## src/rtl/id_ex_hazard_ctrl.sv

```systemverilog
// ID/EX hazard controller for the 5-stage MIPS pipeline: load-use and MDU-busy stalls,
// taken-branch flushes, and a saturating stall-cycle counter.
module id_ex_hazard_ctrl #(
  parameter int REG_AW  = 5,
  parameter int MDU_LAT = 4,
  parameter int CNT_W   = 16
) (
  input  logic              clk,
  input  logic              reset,
  input  logic              id_valid,
  input  logic [REG_AW-1:0] id_rs,
  input  logic [REG_AW-1:0] id_rt,
  input  logic              id_uses_rt,
  input  logic              id_is_mdu,
  input  logic              id_reads_hilo,
  input  logic              ex_mem_read,
  input  logic [REG_AW-1:0] ex_rt,
  input  logic              ex_branch_taken,
  output logic              pc_we,
  output logic              ifid_we,
  output logic              ifid_flush,
  output logic              idex_bubble,
  output logic              mdu_busy,
  output logic [CNT_W-1:0]  stall_cnt
);

  localparam int MDU_CW = (MDU_LAT < 1) ? 1 : $clog2(MDU_LAT + 1);
  localparam logic [MDU_CW-1:0] MDU_LOAD = MDU_CW'(MDU_LAT);
  localparam logic [MDU_CW-1:0] MDU_ONE  = MDU_CW'(1);

  localparam logic [0:0] RUN      = 1'b0;
  localparam logic [0:0] MDU_WAIT = 1'b1;

  logic [0:0]        state_q, state_d;
  logic [MDU_CW-1:0] mdu_cnt_q, mdu_cnt_d;
  logic [CNT_W-1:0]  stall_cnt_q, stall_cnt_d;

  logic busy;
  logic lu_haz;
  logic mdu_haz;
  logic mdu_issue;

  assign busy     = (mdu_cnt_q != '0);
  assign mdu_busy = reset & busy;

  // Register $0 is hard-wired to zero, so a load targeting it is never a real dependency.
  assign lu_haz  = id_valid & ex_mem_read & (ex_rt != '0) &
                   ((ex_rt == id_rs) | (id_uses_rt & (ex_rt == id_rt)));
  assign mdu_haz = id_valid & (id_is_mdu | id_reads_hilo) & busy;

  always_comb begin
    pc_we       = 1'b1;
    ifid_we     = 1'b1;
    ifid_flush  = 1'b0;
    idex_bubble = 1'b0;
    if (!reset) begin
      pc_we       = 1'b0;
      ifid_we     = 1'b0;
      ifid_flush  = 1'b1;
      idex_bubble = 1'b1;
    end else if (ex_branch_taken) begin
      ifid_flush  = 1'b1;
      idex_bubble = 1'b1;
    end else if (mdu_haz | lu_haz) begin
      pc_we       = 1'b0;
      ifid_we     = 1'b0;
      idex_bubble = 1'b1;
    end
  end

  // Only a mult/div that actually moves into EX starts the busy window.
  assign mdu_issue = reset & id_valid & id_is_mdu & ~ex_branch_taken & ~mdu_haz & ~lu_haz;

  // A taken branch leaves the counter alone: the op in flight is older than the branch.
  always_comb begin
    mdu_cnt_d = mdu_cnt_q;
    if (mdu_issue) begin
      mdu_cnt_d = MDU_LOAD;
    end else if (busy) begin
      mdu_cnt_d = mdu_cnt_q - MDU_ONE;
    end
  end

  always_comb begin
    state_d = RUN;
    if (!ex_branch_taken && (mdu_haz || state_q == MDU_WAIT)) begin
      state_d = (mdu_cnt_q > MDU_ONE) ? MDU_WAIT : RUN;
    end
  end

  always_comb begin
    stall_cnt_d = stall_cnt_q;
    if (!pc_we && stall_cnt_q != '1) begin
      stall_cnt_d = stall_cnt_q + CNT_W'(1);
    end
  end

  always_ff @(posedge clk or negedge reset) begin
    if (!reset) begin
      state_q     <= RUN;
      mdu_cnt_q   <= '0;
      stall_cnt_q <= '0;
    end else begin
      state_q     <= state_d;
      mdu_cnt_q   <= mdu_cnt_d;
      stall_cnt_q <= stall_cnt_d;
    end
  end

  assign stall_cnt = stall_cnt_q;

endmodule

```

## config.mk

```make
export PLATFORM = sky130hd
export DESIGN_NAME = id_ex_hazard_ctrl
export DESIGN_NICKNAME = d
export VERILOG_FILES = /design/src/rtl/id_ex_hazard_ctrl.sv
export SDC_FILE = /design/constraint.sdc
export NUM_CORES = 1
export LEC_CHECK = 0
export CORE_ASPECT_RATIO = 2
export CORE_MARGIN = 1
export CORE_UTILIZATION = 39
export DETAILED_ROUTE_END_ITERATION = 8
export PLACE_DENSITY = 0.75
export RECOVER_POWER = 50
export SLEW_MARGIN = 20
export SYNTH_ARGS = -nofsm -noshare
export SYNTH_HDL_FRONTEND = slang
export SYNTH_SLANG_ARGS = --single-unit
```

## constraint.sdc

```tcl
create_clock -name clk -period 2.15 [get_ports clk]
set_input_delay 0.3225 -clock clk [delete_from_list [all_inputs] [get_ports clk]]
set_output_delay 0.3225 -clock clk [all_outputs]
set_load 0.005 [all_outputs]
```

### Yosys cells after proc, flatten, opt, wreduce, memory -nomap -nowiden

Cells that the tools add are included.

* add/subtract/negate cells: 2
* equality and inequality tests: 3
* mux-type cells: 10
* bitwise operators: 18
* reduce and logical (&&, ||, !) cells: 5

Operator list (number)
* 16-bit by 1-bit adder with 16-bit output (second input constant): 1
* 16-bit inequality test (second input constant): 1
* 1-bit bitwise AND: 12
* 5-bit equality test: 2
* 1-bit two-way mux: 8
* 3-bit two-way mux: 2
* 5-bit nonzero test: 1
* 1-bit inverter: 3
* 1-bit OR: 3
* 3-bit nonzero test: 1
* 3-bit by 1-bit subtractor with 3-bit output (second input constant): 1
* 2-bit nonzero test: 1
* 1-bit logical AND: 1
* 1-bit logical NOT: 1

* flip-flop bits (word level): 19
* output and inout port bits: 21

### Longest topological paths before layout

* depth after elaboration: 10
* mapped depth: 9

### Least setup slack after synthesis

Ideal clock, no wire load.

* kind: register to register
* start: reg mdu_cnt_q[0]
* end: reg stall_cnt_q[1], in the netlist stall_cnt[1]
* arrival time: 1.971 ns
* required time: 2.025 ns
* slack: 0.054 ns
* cell stages (with the launch flop): 9
* path buffers: 1
* cells stage by stage: dfrtp_1 -> inv_1 -> ha_1 -> ha_1 -> clkbuf_1 -> or3_1 -> o311a_4 -> nor2_1 -> mux2_2

* cells in the longest elaborated chain, start to end: 8

RTL lines
* from (decl): line 35 `logic [MDU_CW-1:0] mdu_cnt_q, mdu_cnt_d;`
* from (signal assigned): line 105 `mdu_cnt_q <= mdu_cnt_d;`
* 3-bit nonzero test: line 43 `assign busy = (mdu_cnt_q != '0);`
* 1-bit bitwise AND: line 49 `assign mdu_haz = id_valid & (id_is_mdu | id_reads_hilo) & busy;`
* 1-bit OR: line 64 `end else if (mdu_haz | lu_haz) begin`
* 1-bit two-way mux: line 64
* 1-bit two-way mux: line 61 `end else if (ex_branch_taken) begin`
* 1-bit two-way mux: line 56 `if (!reset) begin`
* 1-bit logical NOT: line 93 `if (!pc_we && stall_cnt_q != '1) begin`
* 1-bit logical AND: line 93
* to (signal assigned): line 106 `stall_cnt_q <= stall_cnt_d;`
* to (decl): line 36 `logic [CNT_W-1:0] stall_cnt_q, stall_cnt_d;`

Every way passes these cells.
A chain may end at the register's enable or synchronous reset.

### Worst setup path after layout

* start: reg mdu_cnt_q[0]
* end: out ifid_we

* cells in the longest elaborated chain, start to end: 6

RTL lines
* 3-bit nonzero test: line 43
* 1-bit bitwise AND: line 49
* 1-bit OR: line 64
* 1-bit two-way mux: line 64
* 1-bit two-way mux: line 61
* 1-bit two-way mux: line 56
* to (decl): line 20 `output logic ifid_we,`

Every way passes these cells.

==> run_results.csv <==
group,metric,value,unit
outcome,status,"completed",
hold_path,hold_path_class,"input port to async pin",
sta,finalCritPeriodShare,97.2,%
power,power.static_leakage,0.000882,µW
power,worst_ir_drop_vdd,0.000770,V
synth,synth_area,1170,µm²
synth,number_of_synthesized_flops_with_an_enable_pin,0,
synth,synth_top_flop_cell,"sky130_fd_sc_hd__dfrtp_1",
clock_network,tritoncts,"done",
synth,postSynthCellCount,116,
worst_setup_path,crit_path_cell_trace,"inv_1 > ha_2 > ha_2 > or3_4 > o311a_4 > buf_6 > buf_2",
placement,detailed_place_hpwl,2480,µm
layout,diodes,0,
global_routing,grt_start_max_net_pins,12,
routing,routed-via-count,1151,
floorplan,boundaryPins,44,
clock_network,ctsLongestPathBuffers,2,
floorplan,placeableCoreArea,2800,µm²
floorplan,start_util,41.7,%
sta,fmax,478,MHz
sta,timing.final.hold_violations,0,
sta,drv_slew,0,
sta,relSlewSlack,63.6,%
worst_setup_path,critical_path.max_fanout,3,
global_routing,grt_pass1_wl,5090,µm
layout,mostFrequentLayoutCells,"sky130_fd_sc_hd__xor2_1 (19), sky130_fd_sc_hd__dfrtp_1 (19), sky130_fd_sc_hd__buf_4 (17)",
synth,post_synth_num_cell_types,35,
synth,ys_seq_elements,19,
sta,worst_clock_skew,0.00775,ns
worst_setup_path,worst-path-buf-inv,3,
global_routing,antenna_found_initial,0,
floorplan,die_width,40.7,µm
clock_network,clock-root-buffer,"sky130_fd_sc_hd__clkbuf_8",
sta,min_period,2.09,ns
synth,async_flop_share,100,%
global_routing,global_route.usage.total,23.1,%
flow_run,maxCapViolations,0,
layout,drive_above_1_share,30.4,%
worst_setup_path,worstPathArrival,1.77,ns
worst_setup_path,cp_slowest_cell,"sky130_fd_sc_hd__or3_4",
clock_network,cts.sink_count,19,
layout,postLayoutCellArea,1940,µm²
clock_network,insertion_delay,0.26,ns
worst_setup_path,worst_path_largest_cell_delay,0.37,ns
worst_setup_path,cp_top_family,"simple AND/OR/NAND/NOR gates",
placement,dp_slack,-0.531,ns
worst_setup_path,timing.critical_path.mode_cell,"sky130_fd_sc_hd__ha_2",
power,total_power,1710,µW
global_routing,grt_overflow_total,0,
routing,drt_pass1_iterations,4,
synth,syn_avg_cell_area,10.1,µm²
routing,totalWireLength,3380,µm
floorplan,die_outline_area,3230,µm²
sta,setup-violations-final,0,
global_routing,via_count_of_the_first_global_routing_pass,1234,
clock_network,cts-htree-levels,1,
placement,place.gp.congestion,0.868,
placement,buffer_ports.inserted,43,
layout,nets,208,
synth,postSynthNetCount,142,
routing,routed_via_density,5.48,
floorplan,placementRows,27,
sta,grt_setup_unrepaired,"false",
worst_setup_path,criticalPathCategory,"register to primary output",
sta,final.hold.worst_slack,0.439,ns
synth,yosys_warning_count,0,
worst_setup_path,critical_path_required,1.83,ns
routing,initialDrtViolationCount,26,
routing,route.detailed.wl_per_inst,16.1,µm
sta,postLayoutSetupSlackWorst,0.0593,ns
clock_network,path_clk_slew,0.06,ns
floorplan,die_h,79.4,µm
worst_setup_path,crit_path_end_kind,"primary output",
placement,dpl-instance-area,1750,µm²
routing,post_detailed_route_count_of_antenna_violating_nets,0,
clock_network,numCtsBuffers,3,
layout,area_growth_syn_to_layout,65.6,%
worst_setup_path,critical_path.startpoint_type,"register",
synth,seq_area_frac_synth,40.7,%
routing,post-route-drc-count,0,
sta,slew_at_the_pin_closest_to_its_max_slew_limit,0.546,ns
power,p_per_area,882,nW/µm²
## sequential cells by signal, summed over array words and instances (netlist names)
signal	cells
mdu_cnt_q	3
stall_cnt	16
## cells by family (layout without fill, tap and decap cells)
| logic type | Yosys count | in the layout | share of synthesized area (%) |
|---|---|---|---|
| flops | 19 | 19 | 40.7 |
| simple gates | 53 | 53 | 27.1 |
| compound gates | 9 | 9 | 6.42 |
| fa+ha+maj | 3 | 3 | 3.21 |
| mux | 1 | 1 | 0.964 |
| buf+inv | 6 | 71 | 2.89 |
| xor+xnor | 25 | 25 | 18.7 |
## synthesized netlist by cell type, drive strengths merged (3+ instances only)
master	n	area, µm²
dfrtp	19	475
inv	3	11.3
ha	3	37.5
nand2b	3	18.8
nor4	4	37.5
xnor2	3	26.3
nor2	12	45.0
nor3	6	35.0
nand3	8	40.0
nand2	7	26.3
xor2	22	193
## worst paths after layout
| path | from | end | slack [ns] | cells after the start |
|---|---|---|---|---|
| max | mdu_cnt_q[0] | ifid_we | 0.06 | 7 |
| min | reset | mdu_cnt_q[1] | 0.44 | 2 |
| max reg2reg | mdu_cnt_q[0] | stall_cnt[1] | 0.08 | 9 |
| min reg2reg | stall_cnt[10] | stall_cnt[10] | 0.48 | 1 |
| max in group asynchronous | reset | stall_cnt[2] | 0.96 | 3 |
| min in group clk | stall_cnt[10] | stall_cnt[10] | 0.48 | 1 |
## layout make-up
class,instances,area [µm²]
timing repair buffer,64,561
multi-input combinational,91,807
sequential,19,475
clock buffer,4,45.0
tap,29,36.3
inverter,3,11.3
fill,222,868
## layer usage
metal,global-route usage (%),vias up,wire length [µm]
met1,20.2,545,1040
met2,44.9,59,1980
met3,2.79,14,219
li1,-,533,-
met4,10.0,0,142
met5,0,-,0
## per-stage QoR
step                utilization [%]  instances  setup TNS (ns)
floorplan                         -        116               0
global placement               62.3        203           -6.85
detailed placement             62.3        203           -7.84
CTS                            66.4        211         -0.0177
global route                   69.0        210               0
finish                         69.0        210               0
## timing repair
action                                  in CTS  in global routing
resized for setup                           41                 40
gates cloned                                 0                  0
pin swaps                                   10                 18
setup buffers                                4                  0
endpoints found under the setup margin      18                 16
hold buffers                                 0                  0
## where the power goes
part	leakage, µW	internal [µW]	switching (µW)	total, µW
combinational	0.000632	460	346	806
clock	0.0000228	132	120	252
sequential	0.000227	494	155	649
total	0.000882	1090	621	1710
No activity file was read; power rests on OpenSTA's default activity.
